[src/rtl/camera_pkg.sv]
// Shared types and constants for the camera init sequencer and its ROM.
package camera_pkg;

  localparam int unsigned CNT_W         = 17;
  localparam int unsigned CYCLES_PER_MS = 100;
  localparam int unsigned ROM_DEPTH     = 32;

  localparam logic [7:0] DELAY_MARK_DEF = 8'hFF;
  localparam logic [6:0] SLAVE_ADDR_DEF = 7'h21;

  typedef enum logic [3:0] {
    ST_IDLE,
    ST_PWRUP,
    ST_FETCH,
    ST_ISSUE,
    ST_WAIT,
    ST_DELAY,
    ST_GAP,
    ST_NEXT,
    ST_DONE,
    ST_ERROR
  } state_t;

  typedef struct packed {
    logic [7:0] addr;
    logic [7:0] val;
  } rom_entry_t;

  // Counter preload for a delay entry of 'ms' milliseconds; 0 ms still costs one cycle.
  function automatic logic [CNT_W-1:0] delay_load(input logic [7:0] ms);
    logic [CNT_W-1:0] cycles;
    cycles = CNT_W'(ms) * CNT_W'(CYCLES_PER_MS);
    return (ms == 8'd0) ? '0 : cycles - CNT_W'(1);
  endfunction

endpackage

[src/rtl/camera_init_rom.sv]
// Constant camera register table: idx -> {reg_addr, value}.
// Indices at or beyond NUM_ENTRIES read back as a zero-length delay entry.
module camera_init_rom
  import camera_pkg::*;
#(
  parameter int unsigned NUM_ENTRIES = 32
) (
  input  logic [7:0] idx,
  output logic [7:0] addr_c,
  output logic [7:0] val_c
);

  rom_entry_t entry;

  always_comb begin
    entry = '{addr: DELAY_MARK_DEF, val: 8'h00};
    if (32'(idx) < NUM_ENTRIES) begin
      case (idx)
        8'd0:    entry = 16'h1280;  // COM7 soft reset
        8'd1:    entry = 16'h1101;
        8'd2:    entry = 16'hFF02;  // settle 2 ms after reset
        8'd3:    entry = 16'h6B4A;
        8'd4:    entry = 16'h1204;
        8'd5:    entry = 16'h0C00;
        8'd6:    entry = 16'h3E00;
        8'd7:    entry = 16'h40D0;
        8'd8:    entry = 16'h8C00;
        8'd9:    entry = 16'h0400;
        8'd10:   entry = 16'h3A04;
        8'd11:   entry = 16'h1418;
        8'd12:   entry = 16'h4FB3;
        8'd13:   entry = 16'h50B3;
        8'd14:   entry = 16'h5100;
        8'd15:   entry = 16'h523D;
        8'd16:   entry = 16'h53A7;
        8'd17:   entry = 16'h54E4;
        8'd18:   entry = 16'h589E;
        8'd19:   entry = 16'h3DC0;
        8'd20:   entry = 16'h1714;
        8'd21:   entry = 16'h1802;
        8'd22:   entry = 16'h3280;
        8'd23:   entry = 16'h1903;
        8'd24:   entry = 16'h1A7B;
        8'd25:   entry = 16'h030A;
        8'd26:   entry = 16'h0F41;
        8'd27:   entry = 16'h1E00;
        8'd28:   entry = 16'h330B;
        8'd29:   entry = 16'h3C78;
        8'd30:   entry = 16'h6900;
        8'd31:   entry = 16'h7400;
        default: entry = '{addr: DELAY_MARK_DEF, val: 8'h00};
      endcase
    end
  end

  assign addr_c = entry.addr;
  assign val_c  = entry.val;

endmodule

[src/rtl/camera_init_sequencer.sv]
// Walks the camera init table and issues one SCCB transaction per entry.
// Define CAMERA_INIT_READBACK_EN to read back and verify every written register.
module camera_init_sequencer
  import camera_pkg::*;
#(
  parameter logic [6:0]  SLAVE_ADDR     = SLAVE_ADDR_DEF,
  parameter int unsigned NUM_ENTRIES    = 32,
  parameter int unsigned POWERUP_CYCLES = 100,
  parameter int unsigned GAP_CYCLES     = 4,
  parameter int unsigned TIMEOUT_CYCLES = 64,
  parameter logic [7:0]  DELAY_MARK     = DELAY_MARK_DEF
) (
  input  logic       clk,
  input  logic       reset_n,
  input  logic       go,
  input  logic       sccb_done,
  input  logic [7:0] sccb_data_in,
  output logic       sccb_start,
  output logic [6:0] slave_addr,
  output logic [7:0] reg_addr,
  output logic [7:0] data,
  output logic       rw,
  output logic       busy,
  output logic       init_done,
  output logic       error,
  output logic [7:0] entry_idx
);

  state_t           state;
  logic [CNT_W-1:0] cnt;
  logic [7:0]       rom_addr_c;
  logic [7:0]       rom_val_c;
  logic             rd_ok_c;

  camera_init_rom #(
    .NUM_ENTRIES(NUM_ENTRIES)
  ) u_rom (
    .idx    (entry_idx),
    .addr_c (rom_addr_c),
    .val_c  (rom_val_c)
  );

`ifdef CAMERA_INIT_READBACK_EN
  // A write completion is always fine; a read must return what was written.
  assign rd_ok_c = !rw || (sccb_data_in == data);
`else
  logic unused_data_in;
  assign unused_data_in = ^sccb_data_in;
  assign rd_ok_c        = 1'b1;
`endif

  always_ff @(posedge clk or negedge reset_n) begin
    if (!reset_n) begin
      state      <= ST_IDLE;
      cnt        <= '0;
      sccb_start <= 1'b0;
      slave_addr <= SLAVE_ADDR;
      reg_addr   <= '0;
      data       <= '0;
      rw         <= 1'b0;
      busy       <= 1'b0;
      init_done  <= 1'b0;
      error      <= 1'b0;
      entry_idx  <= '0;
    end else begin
      sccb_start <= 1'b0;
      slave_addr <= SLAVE_ADDR;
      case (state)
        ST_IDLE, ST_DONE, ST_ERROR: begin
          if (go) begin
            state     <= ST_PWRUP;
            cnt       <= CNT_W'(POWERUP_CYCLES - 1);
            entry_idx <= '0;
            busy      <= 1'b1;
            init_done <= 1'b0;
            error     <= 1'b0;
          end
        end
        ST_PWRUP: begin
          if (cnt == '0) state <= ST_FETCH;
          else           cnt   <= cnt - CNT_W'(1);
        end
        ST_FETCH: begin
          reg_addr <= rom_addr_c;
          data     <= rom_val_c;
          rw       <= 1'b0;
          if (rom_addr_c == DELAY_MARK) begin
            state <= ST_DELAY;
            cnt   <= delay_load(rom_val_c);
          end else begin
            state <= ST_ISSUE;
          end
        end
        ST_ISSUE: begin
          sccb_start <= 1'b1;
          cnt        <= CNT_W'(TIMEOUT_CYCLES - 1);
          state      <= ST_WAIT;
        end
        ST_WAIT: begin
          // done wins over an expiring timeout in the same cycle
          if (sccb_done && rd_ok_c) begin
            state <= ST_GAP;
            cnt   <= CNT_W'(GAP_CYCLES - 1);
          end else if (sccb_done || cnt == '0) begin
            state <= ST_ERROR;
            busy  <= 1'b0;
            error <= 1'b1;
          end else begin
            cnt <= cnt - CNT_W'(1);
          end
        end
        ST_DELAY: begin
          if (cnt == '0) state <= ST_NEXT;
          else           cnt   <= cnt - CNT_W'(1);
        end
        ST_GAP: begin
          if (cnt == '0) begin
`ifdef CAMERA_INIT_READBACK_EN
            if (!rw) begin
              rw    <= 1'b1;
              state <= ST_ISSUE;
            end else begin
              rw    <= 1'b0;
              state <= ST_NEXT;
            end
`else
            state <= ST_NEXT;
`endif
          end else begin
            cnt <= cnt - CNT_W'(1);
          end
        end
        ST_NEXT: begin
          if (entry_idx == 8'(NUM_ENTRIES - 1)) begin
            state     <= ST_DONE;
            busy      <= 1'b0;
            init_done <= 1'b1;
          end else begin
            entry_idx <= entry_idx + 8'd1;
            state     <= ST_FETCH;
          end
        end
        default: state <= ST_IDLE;
      endcase
    end
  end

endmodule
[config.mk]
export PLATFORM = sky130hd
export DESIGN_NAME = camera_init_sequencer
export DESIGN_NICKNAME = d
export VERILOG_FILES = /design/src/rtl/camera_pkg.sv /design/src/rtl/camera_init_rom.sv /design/src/rtl/camera_init_sequencer.sv
export SDC_FILE = /design/constraint.sdc
export NUM_CORES = 1
export LEC_CHECK = 0
export ABC_AREA = 1
export BUFFER_PORTS_ARGS = -buffer_cell sky130_fd_sc_hd__buf_2
export CAP_MARGIN = 0
export CORE_MARGIN = 1.5
export CORE_UTILIZATION = 30
export CTS_BUF_LIST = sky130_fd_sc_hd__clkbuf_4
export DETAILED_ROUTE_END_ITERATION = 8
export GPL_ROUTABILITY_DRIVEN = 0
export GPL_TIMING_DRIVEN = 0
export PLACE_DENSITY_LB_ADDON = 0.25
export SYNTH_ARGS = -nofsm -noshare
export SYNTH_HDL_FRONTEND = slang
export SYNTH_SLANG_ARGS = --single-unit
[constraint.sdc]
create_clock -name clk -period 4.3 [get_ports clk]
set_input_delay 0.645 -clock clk [delete_from_list [all_inputs] [get_ports clk]]
set_output_delay 0.645 -clock clk [all_outputs]
set_load 0.01 [all_outputs]
**Word-level counts from Yosys, hierarchy flattened**

Memories as Yosys holds them, arrays and structs flattened.
Cells that the tools add are included.

- Register bits: 49
- Bits in writable memories: 0
- Latch bits: 0
- Memories kept: 1
- Bits of input ports: 12
- ROM bits: 512
- Output and inout port bits: 36
- Logic and storage cells: 87

- Add/subtract/negate cells: 3
- Div/mod/pow operators: 0
- Eq/ne operators: 22
- $mul: 1
- Multiplexer cells: 32
- Magnitude comparators: 1
- Shifts and indexed selects: 0
- Reduce and logical (&&, ||, !) cells: 18
- Bitwise operators: 0

Memories:

| name | depth | width | read ports | clocked after memory_dff | wr ports | RTL line | RTL |
|---|---|---|---|---|---|---|---|
| (no name shown) | 32 | 16 | 1 | 0 | 0 | camera_init_rom.sv:18 | `case (idx)` |

Operator list:

| kind | count |
|---|---|
| $mux W17 | 6 |
| $pmux W17 S5 | 1 |
| $mux W16 | 2 |
| $pmux W4 S7 | 1 |
| $mux W4 | 6 |
| $logic_not A17 Y1 | 1 |
| $sub A17 B1 Y17 const B | 1 |
| $eq A4 B3 Y1 const B | 4 |
| $mux W8 | 2 |
| $ne A2 B2 Y1 const B | 8 |
| $pmux W8 S2 | 1 |
| $sub A15 B1 Y16 const B | 1 |
| $mul A8 B5 Y13 const B | 1 |
| $reduce_and A5 Y1 | 2 |
| $mux W1 | 9 |
| $add A8 B1 Y8 const B | 1 |
| $eq A4 B2 Y1 const B | 2 |
| $eq A4 B4 Y1 const B | 2 |
| $eq A8 B5 Y1 const B | 1 |
| $eq A8 B8 Y1 const B | 1 |
| $logic_not A8 Y1 | 1 |
| $lt A8 B6 Y1 const B | 1 |
| $reduce_and A4 Y1 | 2 |
| $ne A3 B3 Y1 const B | 2 |
| other kinds (14) | 18 |

**Logic depth before layout (Yosys ltp)**

Gate-level depths: netlist of run 1.

- Depth in word-level cells: 8
- Mapped depth: 30
- Depth with buffers taken out: 29

**Modules after synthesis**

A second synthesis of run 1 with hierarchy kept.

- Cells, all modules: 669
- Area, all modules: 4718.3 sq um

Modules (own cells, without submodules):

| module | area each (sq um) | instances | cells an instance | sequential area each (sq um) |
|---|---|---|---|---|
| camera_init_sequencer | 3891.2 | 1 | 509 | 1226.2 |
| camera_init_rom | 827.0 | 1 | 160 | 0.0 |

**Least setup slack after synthesis of run 1**

OpenSTA, ideal clock, no wires.

- Path type: register -> register
- Start: register entry_idx[0]
- End: register cnt[13]
- Stages on the path, launching flop included: 25
- Arrival: 3.981 ns
- Library setup time: 0.116 ns
- Buffers on the path: 0
- Data required time: 4.184 ns
- Setup slack: 0.202 ns
- Period minus slack after synthesis: 4.098 ns
- Cells stage by stage: dfrtp_1 inv_1 ha_1 nand2_1 nand2_1 nor2_1 nand2_1 inv_1 a2111o_1 inv_1 ha_1 ha_1 fa_1 ha_1 or2_2 nand3_1 nand3_1 nand2_1 nand2_1 inv_1 nand2_1 o21ai_0 nand3_1 nand2_1 nand2_1

- Longest elaborated chain between the ends: 8
- Elaborated cells on any way between the ends: 13
- Those cells by class: 1 x add/sub; 1 x mul; 1 x order compare; 2 x eq/ne; 5 x mux; 2 x reduce/logical; 1 x memory

RTL lines:

| item | RTL line | RTL |
|---|---|---|
| from (decl) | camera_init_sequencer.sv:26 | `output logic [7:0] entry_idx` |
| from (signal assigned) | camera_init_sequencer.sv:139 | `entry_idx <= entry_idx + 8'd1;` |
| $mem_v2 Z32 W16 | - |  |
| $mux W16 | camera_init_rom.sv:18 |  |
| $mux W16 (*) | camera_init_rom.sv:17 | `if (32'(idx) < NUM_ENTRIES) begin` |
| net rom_val_c[4] | camera_init_sequencer.sv:32 | `logic [7:0] rom_val_c;` |
| $mul A8 B5 Y13 | camera_pkg.sv:32 | `cycles = CNT_W'(ms) * CNT_W'(CYCLES_PER_MS);` |
| $sub A15 B1 Y16 | camera_pkg.sv:33 | `return (ms == 8'd0) ? '0 : cycles - CNT_W'(1);` |
| $mux W17 (*) | camera_pkg.sv:33 |  |
| $mux W17 (*) | camera_init_sequencer.sv:87 | `if (rom_addr_c == DELAY_MARK) begin` |
| $pmux W17 S5 (*) | camera_init_sequencer.sv:68 | `case (state)` |
| to (signal assigned) | camera_init_sequencer.sv:72 | `cnt <= CNT_W'(POWERUP_CYCLES - 1);` |
| to (signal assigned) | camera_init_sequencer.sv:89 | `cnt <= delay_load(rom_val_c);` |
| to (signal assigned) | camera_init_sequencer.sv:96 | `cnt <= CNT_W'(TIMEOUT_CYCLES - 1);` |
| to (decl) | camera_init_sequencer.sv:30 | `logic [CNT_W-1:0] cnt;` |

The timed path passes the listed nets; every way through them passes the cells marked *. The select of a mux whose other input is x is not followed.
A chain may end at the register's enable or synchronous reset.

**Worst setup path after layout of run 1**

- Start: register entry_idx[1]
- End: register cnt[12]

The elaborated chain is that of the path after synthesis.

==> results.cfg, run 1 <==
[outcome]
run_status = complete, no violations

[synth]
synth_seq_cells = 49
yosys.area_share.simple = 0.3408
synth_warnings = 0
ys_types = 44
synth-async-reset-ratio = 1.000
netlist_area_mm2 = 0.004563
ys_dominant_reg_cell = dfrtp_1
syn_area_per_cell_um2 = 6.710
synthMuxAreaShare = 0
synth_edf_count = 0
synth_top_family_by_area = simple AND/OR/NAND/NOR gates
seq_area_frac_synth = 0.2687
synth-adder-area-share = 0.1366
synthCells = 680
synthXorXnorAreaFrac = 0.02687
synth_compound_area_frac = 0.1179

[clock_network]
ctsLongestPathBuffers = 2
cts.sinks = 49
cts_buffers = 5
hold_buffers = 0
cts_root_buf = clkbuf_4
htreeDepth = 2
clk_pin_slew_ns = 0.17
clkLatencyLatePin_ns = 0.40
cts_tree = done

[critical_path]
crit_top_cell = nand2_1
arrival_ns = 4.42
crit_type = flop to flop
slowest_stage = fa_1
slowest_delay_ns = 0.55
cp_cell_sequence = buf_12 -> buf_4 -> o21ai_4 -> inv_1 -> nand2_1 -> a21oi_2 -> a2111o_1 -> inv_2 -> ha_1 -> ha_1 -> fa_1 -> ha_4 -> or2_4 -> nand3_1 -> nand2_2 -> inv_1 -> nand2_1 -> nor2_1 -> nand3_1 -> nand3_1 -> nand2_1 -> nand2_1 -> nand2_1
cpLargestDelayFamily = adder cells
r2r-start = entry_idx[1]
start_kind = flop
reg2reg_slack_ns = 0.19
r2r_cells = 23
r2r-end = cnt[12]
critPathRequiredTime_ns = 4.61
crit_fanout = 6
endpoint_kind = flop
crit_buf_inv = 5

[floorplanning]
num_rows = 44
fp.dieW_um = 126.3
initial_utilization = 0.3104
core_area_mm2 = 0.01470
io_pins = 48
dieArea_mm2 = 0.01596
die_y_um = 126.3

[sta]
slew_viol_final = 0
layout_setup_ws_ns = 0.1906
min_period_ns = 4.109
worst_slew_pin_slew_ns = 1.173
min_period_over_period = 0.9557
fin_skew_ns = 0.01527
hold_viol_final = 0
max-slew-margin-rel = 0.2181
setup_viol = 0
fmax_ghz = 0.2433

[final_layout]
nFillCells = 1599
nNetsFinal = 803
syn_to_final_growth_pct = 19.19
fin_area_mm2 = 0.005439
drive_gt1_frac = 0.1976

[job]
drv_cap = 0

[placement]
dp_hpwl_um = 9329
pre_cts_slack_ns = -0.5102
place_area_mm2 = 0.004971
port_buffers = 31

[grt]
grt_pass1_vias = 4269
grt_pass1_wl_um = 21130
antenna_found_initial = 1
overflow = 0
grt.total_usage = 0.1612
grt_max_degree = 50

[power]
power_density_mw_per_mm2 = 593.7
finalPower_uw = 3229
p_leak_uw = 0.002916
peakVddDrop_uv = 201.2

[drt]
antenna_left = 0
first_pass_iters = 5
drc = 0
wire_per_inst_um = 13.53
num_vias = 4600
wl_um = 12570
vias_per_cell = 4.952
first_iter_violations = 376

[worst_hold_path]
hold_path.class = input port to asynchronous set/reset pin
report_power, final:
| part | internal [uW] | switching, uW | total, uW |
|---|---|---|---|
| Clock | 67.8 | 183 | 250 |
| Combinational | 812 | 1430 | 2240 |
| Sequential | 622 | 116 | 738 |
repair_timing:
item                       4_1_cts  5_1_grt
gates cloned                     0        0
gates resized for setup         15       54
pin swaps                        2       12
setup buffers                    7       12
setup endpoints to repair        9        9
cell families after synthesis:
group / Yosys count
AOI/OAI and AO/OA: 95
xor gates and xnor gates: 14
adders and majority gates: 48
buffers and inverters: 111
DFF: 49
other: 2
and+or+nand+nor: 361
layout make-up:
type / instances / area, um^2 / share of cell area
inverter: 89 / 339.1 / 0.06234
sequential: 49 / 1230 / 0.2261
buffer: 22 / 161.4 / 0.02968
multi-input combinational: 526 / 3102 / 0.5703
tap: 184 / 230.2 / 0.04233
clock buffer: 5 / 37.54 / 0.006901
timing repair buffer: 50 / 310.3 / 0.05705
antenna: 1 / 2.502 / 0.0004601
clock inverter: 3 / 26.28 / 0.004831
placed cells by master, fill, tap and decap left out, types with 14 or more instances in the layout:
master     n
a21oi_1   20
buf_2     33
buf_4     27
dfrtp_1   46
ha_1      35
inv_1     77
nand2_1  183
nand2_2   15
nand3_1   55
nand4_1   14
nor2_1    59
o21ai_0   45
sequential cells by signal (all words and copies together) (netlist names):
name / flops
busy: 1
cnt: 17
data: 8
entry_idx: 8
error: 1
init_done: 1
reg_addr: 8
sccb_start: 1
state: 4
worst max path at each step:
| stage | from | slack, ns | to | cells past startpoint |
|---|---|---|---|---|
| 2_1_floorplan | entry_idx[0] | 0.20 | cnt[13] | 24 |
| 6_report | entry_idx[1] | 0.19 | cnt[12] | 23 |
| 4_1_cts | entry_idx[0] | 0.002 | cnt[13] | 24 |
| 3_5_place_dp | entry_idx[0] | -0.51 | cnt[14] | 23 |
| 3_3_place_gp | entry_idx[0] | -0.50 | cnt[14] | 22 |
| 5_1_grt | entry_idx[1] | -0.02 | cnt[13] | 25 |
per-stage QoR:
| stage | hold slack [ns] | TNS [ns] | util | cells |
|---|---|---|---|---|
| 6_report | 0.4413 | 0 | 0.3700 | 929 |
| 4_1_cts | 0.5016 | 0 | 0.3502 | 916 |
| 3_3_place_gp | 0.4576 | -3.619 | 0.3382 | 901 |
| 2_1_floorplan | 0.3494 | 0 | - | 686 |
| 5_1_grt | 0.5242 | -0.05992 | 0.3700 | 929 |
| 3_5_place_dp | 0.4614 | -3.489 | 0.3382 | 901 |
synth_stat cells, types with 10 or more instances:
cell,instances,share of area
nand2_1,194,0.16
inv_1,82,0.067
nor2_1,66,0.054
nand3_1,58,0.064
dfrtp_1,49,0.27
o21ai_0,47,0.052
ha_1,45,0.12
a21oi_1,25,0.027
nand4_1,14,0.019
xor2_1,11,0.021
buf_4,10,0.016
nor3_1,10,0.011
per-layer routing:
| metal | up-vias | global-route usage | share of wire |
|---|---|---|---|
| met5 | - | 0 | 0 |
| met4 | 0 | 0.05003 | 0.023 |
| met3 | 30 | 0.02320 | 0.054 |
| met2 | 133 | 0.2521 | 0.43 |
| met1 | 2105 | 0.2300 | 0.49 |
| li1 | 2332 | - | - |
Power figures use the tool's default switching activity.
==> inputs of run 2 (changes only) <==
Settings changed: CAP_MARGIN 0 to 40, PLACE_DENSITY_LB_ADDON 0.25 to not set.
==> run 2 against run 1 <==
  * First-iteration DRC count decreased by 5.3%
  * Final area increased by 1.4%
  * Critical path depth increased by 1
  * Register-to-register slack improved by 0.07 ns
  * Via count decreased by 1.1%
  * Clock-buffer cell count unchanged
  * Die area unchanged
  * Sequential power about the same
  * Wire length about the same
  * Largest cell class unchanged
  * Highest routed layer unchanged
==> results.cfg, run 2 (synthesized netlist as in run 1, its figures left out) <==
[critical_path]
reg2reg_slack_ns = 0.26
r2r-end = cnt[11]
crit_fanout = 10
critPathRequiredTime_ns = 4.67
arrival_ns = 4.41
r2r-start = entry_idx[2]
endpoint_kind = flop
r2r_cells = 24
crit_type = flop to flop
start_kind = flop

[clock_network]
hold_buffers = 0
clk_pin_slew_ns = 0.19
cts_root_buf = clkbuf_4
clkLatencyLatePin_ns = 0.45
htreeDepth = 2
cts_tree = done
cts.sinks = 49
cts_buffers = 5
ctsLongestPathBuffers = 2

[power]
finalPower_uw = 3376
peakVddDrop_uv = 186.0
p_leak_uw = 0.002947
power_density_mw_per_mm2 = 612.2

[final_layout]
ff_latch_area_mm2 = 0.001230
drive_gt1_frac = 0.1954
multi_input_area_mm2 = 0.003098
syn_to_final_growth_pct = 20.84
fin_area_mm2 = 0.005514
nFillCells = 1566
nNetsFinal = 806
largest_reg_flops = 17
final_common_cell = nand2_1
final_util = 0.3751
final_cell_mix = nand2_1 (187), inv_1 (75), nor2_1 (60)
regMostFlops = cnt
antenna_cells = 0

[drt]
vias_per_cell = 4.885
num_vias = 4548
drc = 0
antenna_left = 0
first_pass_iters = 5
first_iter_violations = 356
wire_per_inst_um = 13.51
wl_um = 12580

[sta]
hold_viol_final = 0
hold_ws_ns = 0.2072
fmax_ghz = 0.2475
min_period_ns = 4.040
slew_viol_final = 0
min_period_over_period = 0.9395
setup_viol = 0
fin_skew_ns = 0.03236
worst_slew_pin_slew_ns = 0.7025
max-slew-margin-rel = 0.5317

[floorplanning]
io_pins = 48
fp.dieW_um = 126.3
die_y_um = 126.3
dieArea_mm2 = 0.01596
initial_utilization = 0.3104
num_rows = 44
core_area_mm2 = 0.01470

[job]
drv_cap = 0

[grt]
overflow = 0
grt_max_degree = 29
grt_pass1_vias = 4369
grt_pass1_wl_um = 21600
grt.total_usage = 0.1647
antenna_found_initial = 0

[placement]
dp_hpwl_um = 9397
port_buffers = 31
place_area_mm2 = 0.004991

[worst_hold_path]
hold_path.class = input port to asynchronous set/reset pin

[outcome]
run_status = complete, no violations
[run 2: changes by cell type in the layout (fill, tap and decap cells not counted), moves of 2 or more]
cell,change
bufinv_16,+2
nand2_2,-3
inv_1,-2
nand2_1,+4
buf_6,+3
clkinvlp_4,-2
ha_4,+2
ha_2,-2
[run 2: how the worst max path moves through the flow]
stage / cells past startpoint / end / slack (ns) / startpoint
CTS: 23 / cnt[16] / 0.02 / entry_idx[2]
global placement: 22 / cnt[13] / -0.48 / entry_idx[0]
floorplan: 24 / cnt[13] / 0.20 / entry_idx[0]
global route: 22 / cnt[16] / -0.04 / entry_idx[0]
finish: 24 / cnt[11] / 0.26 / entry_idx[2]
detailed placement: 22 / cnt[13] / -0.50 / entry_idx[0]
[run 2: timing repair]
item / 4_1_cts / 5_1_grt
resized for setup: 16 / 54
pin swaps: 5 / 15
setup buffers: 5 / 16
setup endpoints to repair: 9 / 9
[run 2: metal layers]
layer | global-route usage | vias up | wire (um)
met2 | 0.2560 | 134 | 5434
met3 | 0.03374 | 26 | 669
met4 | 0.05206 | 0 | 353
met1 | 0.2298 | 2049 | 6121
li1 | - | 2339 | -
met5 | 0 | - | 0
[run 2: cell type report]
class | instances | area share
multi-input cells | 526 | 0.5618
flip-flops and latches | 49 | 0.2231
repair buffers | 53 | 0.06240
inverters | 89 | 0.06240
well taps | 184 | 0.04175
plain buffers | 22 | 0.02927
clock inverters | 3 | 0.01248
clock buffers | 5 | 0.006807
[run 2: worst max-delay path, cell delays in order (launching register included)]
cell and delay (ns):
dfrtp_1 0.42, buf_6 0.14, buf_4 0.18, nand2_1 0.09
inv_1 0.06, nor2_1 0.04, nand2_1 0.07, inv_1 0.05
a2111o_1 0.38, inv_2 0.11, ha_4 0.21, ha_4 0.23
fa_1 0.56, ha_4 0.24, or2_2 0.31, nand3_1 0.11
nand2_2 0.10, nor2_4 0.12, buf_4 0.11, nand4_1 0.11
nand2_1 0.09, nand3_1 0.07, nand2_1 0.06, nand2_1 0.04
nand2_1 0.05
[run 2: per-stage QoR]
stage / setup TNS (ns) / instances / worst slack [ns]
6_report: 0 / 931 / 0.2601
3_3_place_gp: -3.377 / 901 / -0.4836
5_1_grt: -0.04433 / 931 / -0.04433
3_5_place_dp: -3.465 / 902 / -0.4992
4_1_cts: 0 / 915 / 0.02197
2_1_floorplan: 0 / 686 / 0.2025
[run 2: where the power goes]
group | switching, uW | internal (uW) | leakage [uW]
sequential | 115 | 622 | 0.000633
clock | 187 | 183 | 0.0000558
combinational | 1440 | 832 | 0.00226
